File: config.mk
export PLATFORM = sky130hd
export DESIGN_NAME = board_clear_sequencer
export DESIGN_NICKNAME = d
export VERILOG_FILES = /design/src/rtl/board_clear_sequencer.sv
export SDC_FILE = /design/constraint.sdc
export NUM_CORES = 1
export LEC_CHECK = 0
export BUFFER_PORTS_ARGS = -buffer_cell sky130_fd_sc_hd__buf_2
export CORE_MARGIN = 2
export CORE_UTILIZATION = 35
export DETAILED_ROUTE_END_ITERATION = 10
export PLACE_DENSITY = 0.63
export SYNTH_ARGS = -nofsm -noshare
export SYNTH_HDL_FRONTEND = slang
export SYNTH_SLANG_ARGS = --single-unit
export TNS_END_PERCENT = 100
File: constraint.sdc
create_clock -name pclk -period 3.6 [get_ports pclk]
set_clock_uncertainty 0.2 [all_clocks]
set_input_delay 0.36 -clock pclk [delete_from_list [all_inputs] [get_ports pclk]]
set_output_delay 0.36 -clock pclk [all_outputs]
set_load 0.1 [all_outputs]
File: src/rtl/board_clear_sequencer.sv
// Line-clear sequencer for one player's board RAM. Scans bottom-up, removes full
// rows, compacts survivors downward and zero-fills the vacated top rows.
module board_clear_sequencer #(
    parameter int COLS = 10,
    parameter int ROWS = 20,
    parameter int DW   = 3
) (
    input  logic          pclk,
    input  logic          rstn,
    input  logic          start,
    input  logic          hen,
    input  logic          ven,
    output logic          ram_own,
    output logic [7:0]    ram_addr,
    output logic          ram_we,
    output logic [DW-1:0] ram_wdata,
    input  logic [DW-1:0] ram_rdata,
    output logic          busy,
    output logic          done,
    output logic [4:0]    lines
);

    typedef enum logic [2:0] {
        IDLE,
        RD,
        CHK,
        WR,
        CLR,
        DONE
    } state_t;

    localparam logic [3:0] LAST_COL = 4'(COLS - 1);
    localparam logic [3:0] END_COL  = 4'(COLS);
    localparam logic [4:0] LAST_ROW = 5'(ROWS - 1);

    state_t        state;
    state_t        state_nx;

    logic          win;
    logic [4:0]    src;
    logic          src_ex;
    logic [4:0]    dst;
    logic          dst_ex;
    logic [3:0]    col;
    logic [DW-1:0] rowbuf [COLS];
    logic [4:0]    cnt;
    logic          rd_pend;
    logic [3:0]    rd_idx;

    logic          row_full;
    logic          rd_issue;
    logic          rd_last;
    logic          wr_step;
    logic          wr_last;
    logic          go_wr;
    logic          adv_src;
    logic          adv_dst;
    logic          src_ex_a;
    logic          dst_ex_a;
    state_t        after_row;
    logic [4:0]    row_sel;

    // Decode of the access window and the per-row step/exit conditions.
    always_comb begin
        win      = !(hen && ven);
        row_full = 1'b1;
        for (int unsigned i = 0; i < COLS; i++) begin
            if (rowbuf[i] == '0) begin
                row_full = 1'b0;
            end
        end
        rd_issue = (state == RD) && win && (col != END_COL);
        rd_last  = (state == RD) && rd_pend && (rd_idx == LAST_COL);
        wr_step  = ((state == WR) || (state == CLR)) && win;
        wr_last  = wr_step && (col == LAST_COL);
        go_wr    = (state == CHK) && !row_full && (src != dst);
        adv_src  = ((state == CHK) && !go_wr) || ((state == WR) && wr_last);
        adv_dst  = ((state == CHK) && !row_full && !go_wr) || ((state == WR) && wr_last);
        src_ex_a = adv_src ? (src == '0) : src_ex;
        dst_ex_a = adv_dst ? (dst == '0) : dst_ex;
        if (!src_ex_a) begin
            after_row = RD;
        end else if (!dst_ex_a) begin
            after_row = CLR;
        end else begin
            after_row = DONE;
        end
    end

    always_ff @(posedge pclk or negedge rstn) begin
        if (!rstn) begin
            state <= IDLE;
        end else begin
            state <= state_nx;
        end
    end

    always_comb begin
        state_nx = state;
        case (state)
            IDLE: if (start) state_nx = RD;
            RD:   if (rd_last) state_nx = CHK;
            CHK:  state_nx = go_wr ? WR : after_row;
            WR:   if (wr_last) state_nx = after_row;
            CLR:  if (wr_last && (dst == '0)) state_nx = DONE;
            DONE: state_nx = IDLE;
            default: state_nx = IDLE;
        endcase
    end

    always_ff @(posedge pclk or negedge rstn) begin
        if (!rstn) begin
            src     <= '0;
            src_ex  <= 1'b0;
            dst     <= '0;
            dst_ex  <= 1'b0;
            col     <= '0;
            cnt     <= '0;
            rd_pend <= 1'b0;
            rd_idx  <= '0;
            lines   <= '0;
            for (int unsigned i = 0; i < COLS; i++) begin
                rowbuf[i] <= '0;
            end
        end else begin
            case (state)
                IDLE: begin
                    if (start) begin
                        src     <= LAST_ROW;
                        dst     <= LAST_ROW;
                        src_ex  <= 1'b0;
                        dst_ex  <= 1'b0;
                        cnt     <= '0;
                        col     <= '0;
                        rd_pend <= 1'b0;
                    end
                end
                RD: begin
                    // Capture is unconditional: data belongs to the read issued last cycle.
                    rd_pend <= rd_issue;
                    if (rd_issue) begin
                        rd_idx <= col;
                        col    <= col + 4'd1;
                    end
                    if (rd_pend) begin
                        rowbuf[rd_idx] <= ram_rdata;
                    end
                    if (rd_last) begin
                        col <= '0;
                    end
                end
                CHK: begin
                    col <= '0;
                    if (row_full) begin
                        cnt <= cnt + 5'd1;
                    end
                end
                WR: begin
                    if (wr_step) begin
                        col <= wr_last ? '0 : col + 4'd1;
                    end
                end
                CLR: begin
                    if (wr_last) begin
                        col <= '0;
                        dst <= dst - 5'd1;
                    end else if (wr_step) begin
                        col <= col + 4'd1;
                    end
                end
                DONE: begin
                    lines <= cnt;
                end
                default: ;
            endcase
            if (adv_src) begin
                src    <= src - 5'd1;
                src_ex <= (src == '0);
            end
            if (adv_dst) begin
                dst    <= dst - 5'd1;
                dst_ex <= (dst == '0);
            end
        end
    end

    always_comb begin
        busy      = (state == RD) || (state == CHK) || (state == WR) || (state == CLR);
        done      = (state == DONE);
        ram_own   = busy && win;
        ram_we    = wr_step;
        ram_wdata = '0;
        ram_addr  = '0;
        row_sel   = (state == RD) ? src : dst;
        if (state == WR) begin
            ram_wdata = rowbuf[col];
        end
        if (((state == RD) && (col != END_COL)) || (state == WR) || (state == CLR)) begin
            ram_addr = 8'(row_sel) * 8'(COLS) + 8'(col);
        end
    end

endmodule

==> impl_metrics.env, run 1 <==
export IMPL_postRouteAntennaNets=0
export IMPL_setup_viol=1
export IMPL_dieArea_um2=12000
export IMPL_ys_seq_area_frac=0.411
export IMPL_path_max_fanout=7
export IMPL_rows=38
export IMPL_syn_to_final_growth_pct=22.6
export IMPL_cts_buffer_depth=2
export IMPL_max_cap_violations=0
export IMPL_clkTransAtPathRegs_ns=0.07
export IMPL_yosys_area_share_simple=0.171
export IMPL_worst_slew_pin_slew_ns=0.878
export IMPL_cts_root_buf="clkbuf_8"
export IMPL_ios=28
export IMPL_ys_flop_type="dfrtp_1"
export IMPL_dp_slack_ns=-0.119
export IMPL_grt_pass1_vias=3027
export IMPL_postRouteWirelength_um=8840
export IMPL_dr_pass1_iters=4
export IMPL_syn_area_um2=3900
export IMPL_cts_tree="built"
export IMPL_antenna_found_initial=0
export IMPL_grt_overflow=0
export IMPL_r2r_start="col[1]"
export IMPL_grt_usage=0.161
export IMPL_grt_pass1_wl_um=15000
export IMPL_diodes=0
export IMPL_startpoint="state[0]"
export IMPL_violations="negative setup slack"
export IMPL_fillers=991
export IMPL_synth_edf_count=0
export IMPL_syn_inst=375
export IMPL_synth_top_family_by_area="multiplexers"
export IMPL_rsz0062_at_grt="true"
export IMPL_final_core_util=0.441
export IMPL_cts_inserted_buffers=9
export IMPL_critPathKind="flop to output port"
export IMPL_relSlewSlack=0.407
export IMPL_regArea_um2=1600
export IMPL_worstRegToRegCells=8
export IMPL_synth_xor_area_frac=0.0404
export IMPL_io_buffers=27
export IMPL_synth_cell_type_count=56
export IMPL_cp_required_ns=3.04
export IMPL_core_um2=10800
export IMPL_cp_start_kind="flop"
export IMPL_fin_cells=568
export IMPL_async_reset_ff_frac=1.00
export IMPL_period_needed_ns=3.95
export IMPL_maxSlewViolCount=0
export IMPL_multiInputGateArea_um2=2300
export IMPL_drive_gt1_frac=0.348
export IMPL_start_util=0.360
export IMPL_hold_depth=2
export IMPL_fmax_ghz=0.253
export IMPL_final_common_cell="dfrtp_1"
export IMPL_reg2reg_slack_ns=0.96
export IMPL_syn_nets=402
export IMPL_hold_start="ram_rdata[0]"
export IMPL_cp_endpoint="ram_addr[7]"
export IMPL_drc=0
export IMPL_synthMuxAreaShare=0.178
export IMPL_setup_slack_ns=-0.350
export IMPL_fp_dieW_um=110
export IMPL_min_path_type="input pin to flop"
export IMPL_htreeDepth=3
export IMPL_layout_common_cells="64 x dfrtp_1, 37 x mux2_2, 29 x nand2_1, 25 x nor2_1, 22 x buf_4"
export IMPL_drt_iter0_drc=124
export IMPL_clkSinkCount=64
export IMPL_reg2reg_to="src[2]"
export IMPL_synth_compound_area_frac=0.100
export IMPL_grt_max_degree=39
export IMPL_via_per_inst=5.20
export IMPL_die_y_um=110
export IMPL_cp_arrival_ns=3.39
export IMPL_endpoint_kind="output port"
export IMPL_hold_viol=0
export IMPL_syn_avg_cell_area_um2=10.4
export IMPL_ys_ff_latch=64
export IMPL_placed_cells=545
export IMPL_fin_crit_sh=1.10
export IMPL_ys_warn_count=0
export IMPL_synth_fa_ha_area_frac=0.0648
export IMPL_hpwlAfterDp_um=6480
export IMPL_fin_nets=450
export IMPL_wl_per_cell_um=15.6
export IMPL_insertion_delay_ns=0.34
export IMPL_vias=2951
export IMPL_status="finished, violations left"
export IMPL_gp_congestion=0.781
synth_stat cells (3+ instances only):
cell / number / area, um2
o21ai_0: 19 / 95.1
mux4_2: 6 / 135
buf_2: 4 / 20.0
nand3_1: 8 / 40.0
inv_1: 15 / 56.3
a211o_1: 3 / 26.3
dfrtp_1: 64 / 1600
nor3_1: 18 / 90.1
nor2b_1: 5 / 31.3
nor2_1: 32 / 120
clkbuf_1: 6 / 22.5
nand2_1: 30 / 113
a21oi_1: 11 / 55.1
buf_1: 4 / 15.0
xnor2_1: 8 / 70.1
o32a_1: 3 / 30.0
mux2_2: 38 / 428
a21o_1: 5 / 37.5
ha_1: 17 / 213
xor2_1: 10 / 87.6
nand4_1: 7 / 43.8
or3_1: 3 / 18.8
and2b_1: 3 / 22.5
mux2i_1: 13 / 130
registers in the layout, indices dropped and copies added (netlist names), 3 cells and up:
signal,flops
rowbuf,30
cnt,5
dst,5
lines,5
src,5
col,4
rd_idx,4
state,3
worst min path at each step:
stage	to	slack, ns
4_1_cts	rowbuf[3]	0.22
3_5_place_dp	cnt[3]	0.20
5_1_grt	rowbuf[12]	0.22
6_report	rowbuf[3]	0.24
3_3_place_gp	lines[3]	0.19
2_1_floorplan	cnt[0]	-0.14
area by class of cell:
class,instances,share of cell area
tap,140,0.0366
clock inverter,5,0.0115
timing repair buffer,53,0.0908
inverter,17,0.0133
sequential,64,0.335
multi-input combinational,278,0.481
clock buffer,11,0.0317
per-layer routing:
layer | vias up | GRT usage | share of wire
met2 | 45 | 0.276 | 0.52
met1 | 1468 | 0.206 | 0.45
li1 | 1433 | - | -
met4 | 0 | 0.0353 | 0.0062
met3 | 5 | 0.0397 | 0.032
met5 | - | 0 | 0
worst max-delay path, stage by stage (launching register included):
cell and delay (ns):
dfrtp_1 0.36, inv_2 0.06, nor3_4 0.17, buf_6 0.15
nor2_2 0.03, a21o_1 0.19, ha_4 0.23, ha_4 0.16
fa_1 0.52, nand2_2 0.08, nor2_2 0.09, o21ai_1 0.08
a222oi_1 0.41, xnor2_1 0.16, nor2b_4 0.18, buf_12 0.18
cell families (layout without fill, tap and decap cells):
kind of cell,count (synthesis),in the layout
AND/OR/NAND/NOR,126,126
flip-flops,64,64
AO/OA/AOI/OAI,58,58
multiplexers,57,57
buffers and inverters,33,86
adder cells (fa/ha/maj),19,19
XOR/XNOR,18,18
per-stage QoR:
| stage | hold WS, ns | area [um2] | TNS, ns |
|---|---|---|---|
| 2_1_floorplan | -0.136 | 3960 | -0.439 |
| 3_5_place_dp | 0.199 | 4410 | -0.119 |
| 5_1_grt | 0.225 | 4780 | -0.772 |
| 6_report | 0.236 | 4780 | -0.350 |
| 3_3_place_gp | 0.187 | 4410 | -0.0542 |
| 4_1_cts | 0.221 | 4690 | -0.484 |
timing repair:
action | CTS | global route
hold buffers | 1 | 0
gates resized for setup | 7 | 20
gates cloned | 0 | 0
setup buffers | 3 | 3
pin swaps | 8 | 10
hold endpoints to repair | 26 | 0
setup endpoints to repair | 2 | 3
Power of run 1 is left out: the tool's default activity adds up to more than one toggle a clock period on the data nets, which glitch-free logic cannot reach.
==> inputs of run 2 (changes only) <==
--- a/config.mk
+++ b/config.mk
@@ -5,11 +5,11 @@
 export SDC_FILE = /design/constraint.sdc
 export NUM_CORES = 1
 export LEC_CHECK = 0
-export BUFFER_PORTS_ARGS = -buffer_cell sky130_fd_sc_hd__buf_2
 export CORE_MARGIN = 2
 export CORE_UTILIZATION = 35
 export DETAILED_ROUTE_END_ITERATION = 10
-export PLACE_DENSITY = 0.63
+export DONT_BUFFER_PORTS = 1
+export PLACE_DENSITY = 0.61
 export SYNTH_ARGS = -nofsm -noshare
 export SYNTH_HDL_FRONTEND = slang
 export SYNTH_SLANG_ARGS = --single-unit
==> impl_metrics.env, run 2 (synthesis gave the netlist of run 1 again) <==
export IMPL_status="finished, violations left"
export IMPL_violations="negative setup slack"
export IMPL_io_buffers=0
export IMPL_wl_per_cell_um=15.7
export IMPL_relSlewSlack=0.359
export IMPL_cp_start_kind="flop"
export IMPL_fin_crit_sh=1.14
export IMPL_hold_viol=0
export IMPL_postRouteWirelength_um=8790
export IMPL_critPathKind="flop to output port"
export IMPL_clkSinkCount=64
export IMPL_largest_register="rowbuf"
export IMPL_cp_slowest_cell="fa_1"
export IMPL_clkTransAtPathRegs_ns=0.07
export IMPL_cp_common_cell="ha_4"
export IMPL_reg2reg_to="src[2]"
export IMPL_core_um2=10800
export IMPL_fin_nets=441
export IMPL_final_core_util=0.447
export IMPL_max_cap_violations=0
export IMPL_layout_common_cells="64 x dfrtp_1, 37 x mux2_2, 31 x buf_4, 29 x nand2_1, 22 x nor2_1"
export IMPL_largest_reg_flops=30
export IMPL_diodes=0
export IMPL_gp_congestion=0.860
export IMPL_hold_start="start"
export IMPL_cp_arrival_ns=3.54
export IMPL_crit_buf_inv=3
export IMPL_slowest_delay_ns=0.59
export IMPL_cts_root_buf="clkbuf_8"
export IMPL_via_per_inst=5.38
export IMPL_cts_buffer_depth=2
export IMPL_worstRegToRegCells=7
export IMPL_dr_pass1_iters=4
export IMPL_grt_max_degree=65
export IMPL_grt_pass1_vias=3041
export IMPL_grt_usage=0.161
export IMPL_vias=3009
export IMPL_setup_viol=2
export IMPL_hold_depth=3
export IMPL_cp_required_ns=3.04
export IMPL_cts_inserted_buffers=9
export IMPL_setup_slack_ns=-0.498
export IMPL_period_needed_ns=4.10
export IMPL_dieArea_um2=12000
export IMPL_insertion_delay_ns=0.35
export IMPL_endpoint_kind="output port"
export IMPL_hold_ws_ns=0.130
export IMPL_drc=0
export IMPL_critical_path_cell_chain="inv_2 > nor3_4 > buf_6 > a21o_1 > ha_4 > ha_4 > fa_1 > nand2_2 > nor2_2 > o21ai_1 > a222oi_1 > xnor2_1 > nor2b_4 > buf_12"
export IMPL_worst_slew_pin_slew_ns=0.948
export IMPL_grt_pass1_wl_um=14800
export IMPL_drive_gt1_frac=0.334
export IMPL_fmax_ghz=0.244
export IMPL_hpwlAfterDp_um=6200
export IMPL_maxSlewViolCount=0
export IMPL_drt_iter0_drc=111
export IMPL_min_path_type="input pin to flop"
export IMPL_r2r_start="col[0]"
export IMPL_path_max_fanout=6
export IMPL_fp_dieW_um=110
export IMPL_reg2reg_slack_ns=0.95
export IMPL_start_util=0.360
export IMPL_syn_to_final_growth_pct=24.2
export IMPL_ios=28
export IMPL_grt_overflow=0
export IMPL_final_common_cell="dfrtp_1"
export IMPL_postRouteAntennaNets=0
export IMPL_min_to="cnt[1]"
export IMPL_antenna_found_initial=0
export IMPL_rows=38
export IMPL_die_y_um=110
export IMPL_cts_tree="built"
export IMPL_critical_path_top_delay_family="adder cells"
export IMPL_rsz0062_at_grt="true"
export IMPL_htreeDepth=3
-- run 2: worst max-delay path by stage --
stage	from	to	slack, ns	cells after the start
2_1_floorplan	state[0]	ram_addr[7]	-0.42	15
3_3_place_gp	state[0]	ram_addr[7]	-0.09	12
3_5_place_dp	state[0]	ram_addr[7]	-0.16	12
4_1_cts	state[2]	ram_addr[7]	-0.50	13
5_1_grt	state[0]	ram_addr[7]	-0.68	14
6_report	state[0]	ram_addr[7]	-0.50	14
-- run 2: worst reg2reg max path: cells and delay by family, from the launching register on --
kind / cells / cell delay (ns)
AOI/OAI and AO/OA: 2 / 0.77
DFF: 1 / 0.41
buffers and inverters: 1 / 0.26
and+or+nand+nor: 1 / 0.23
adders and majority gates: 1 / 0.20
muxes: 2 / 0.51
-- run 2: layout make-up --
cell class                 count  area (um2)
clock buffer                  13         149
sequential                    64        1600
tap                          140         175
multi-input combinational    278        2350
clock inverter                 3        65.1
fill                        1030        5990
inverter                      17        63.8
timing repair buffer          44         443
-- run 2: routing by layer --
metal	vias to the layer above	track usage	wire, um
met5	-	0	0
met4	0	0.0561	176
met3	17	0.0433	252
met2	43	0.279	4510
met1	1525	0.192	3850
li1	1424	-	-
-- run 2: timing repair --
item | 4_1_cts | 5_1_grt
cloned | 0 | 0
hold buffers | 5 | 0
pin swaps | 8 | 13
endpoints found under the hold margin | 94 | 0
buffers inserted | 3 | 5
endpoints found under the setup margin | 3 | 3
resized for setup | 7 | 20
-- run 2: metrics by stage --
stage | std cells | setup TNS (ns) | setup WS (ns) | instance area (um2)
after floorplan | 375 | -0.439 | -0.424 | 3960
after global placement | 531 | -0.0865 | -0.0865 | 4380
after detailed placement | 531 | -0.158 | -0.158 | 4380
after CTS | 555 | -0.528 | -0.503 | 4720
after global routing | 559 | -0.959 | -0.677 | 4850
final | 559 | -0.565 | -0.498 | 4850
Power of run 2 is left out for the same reason.
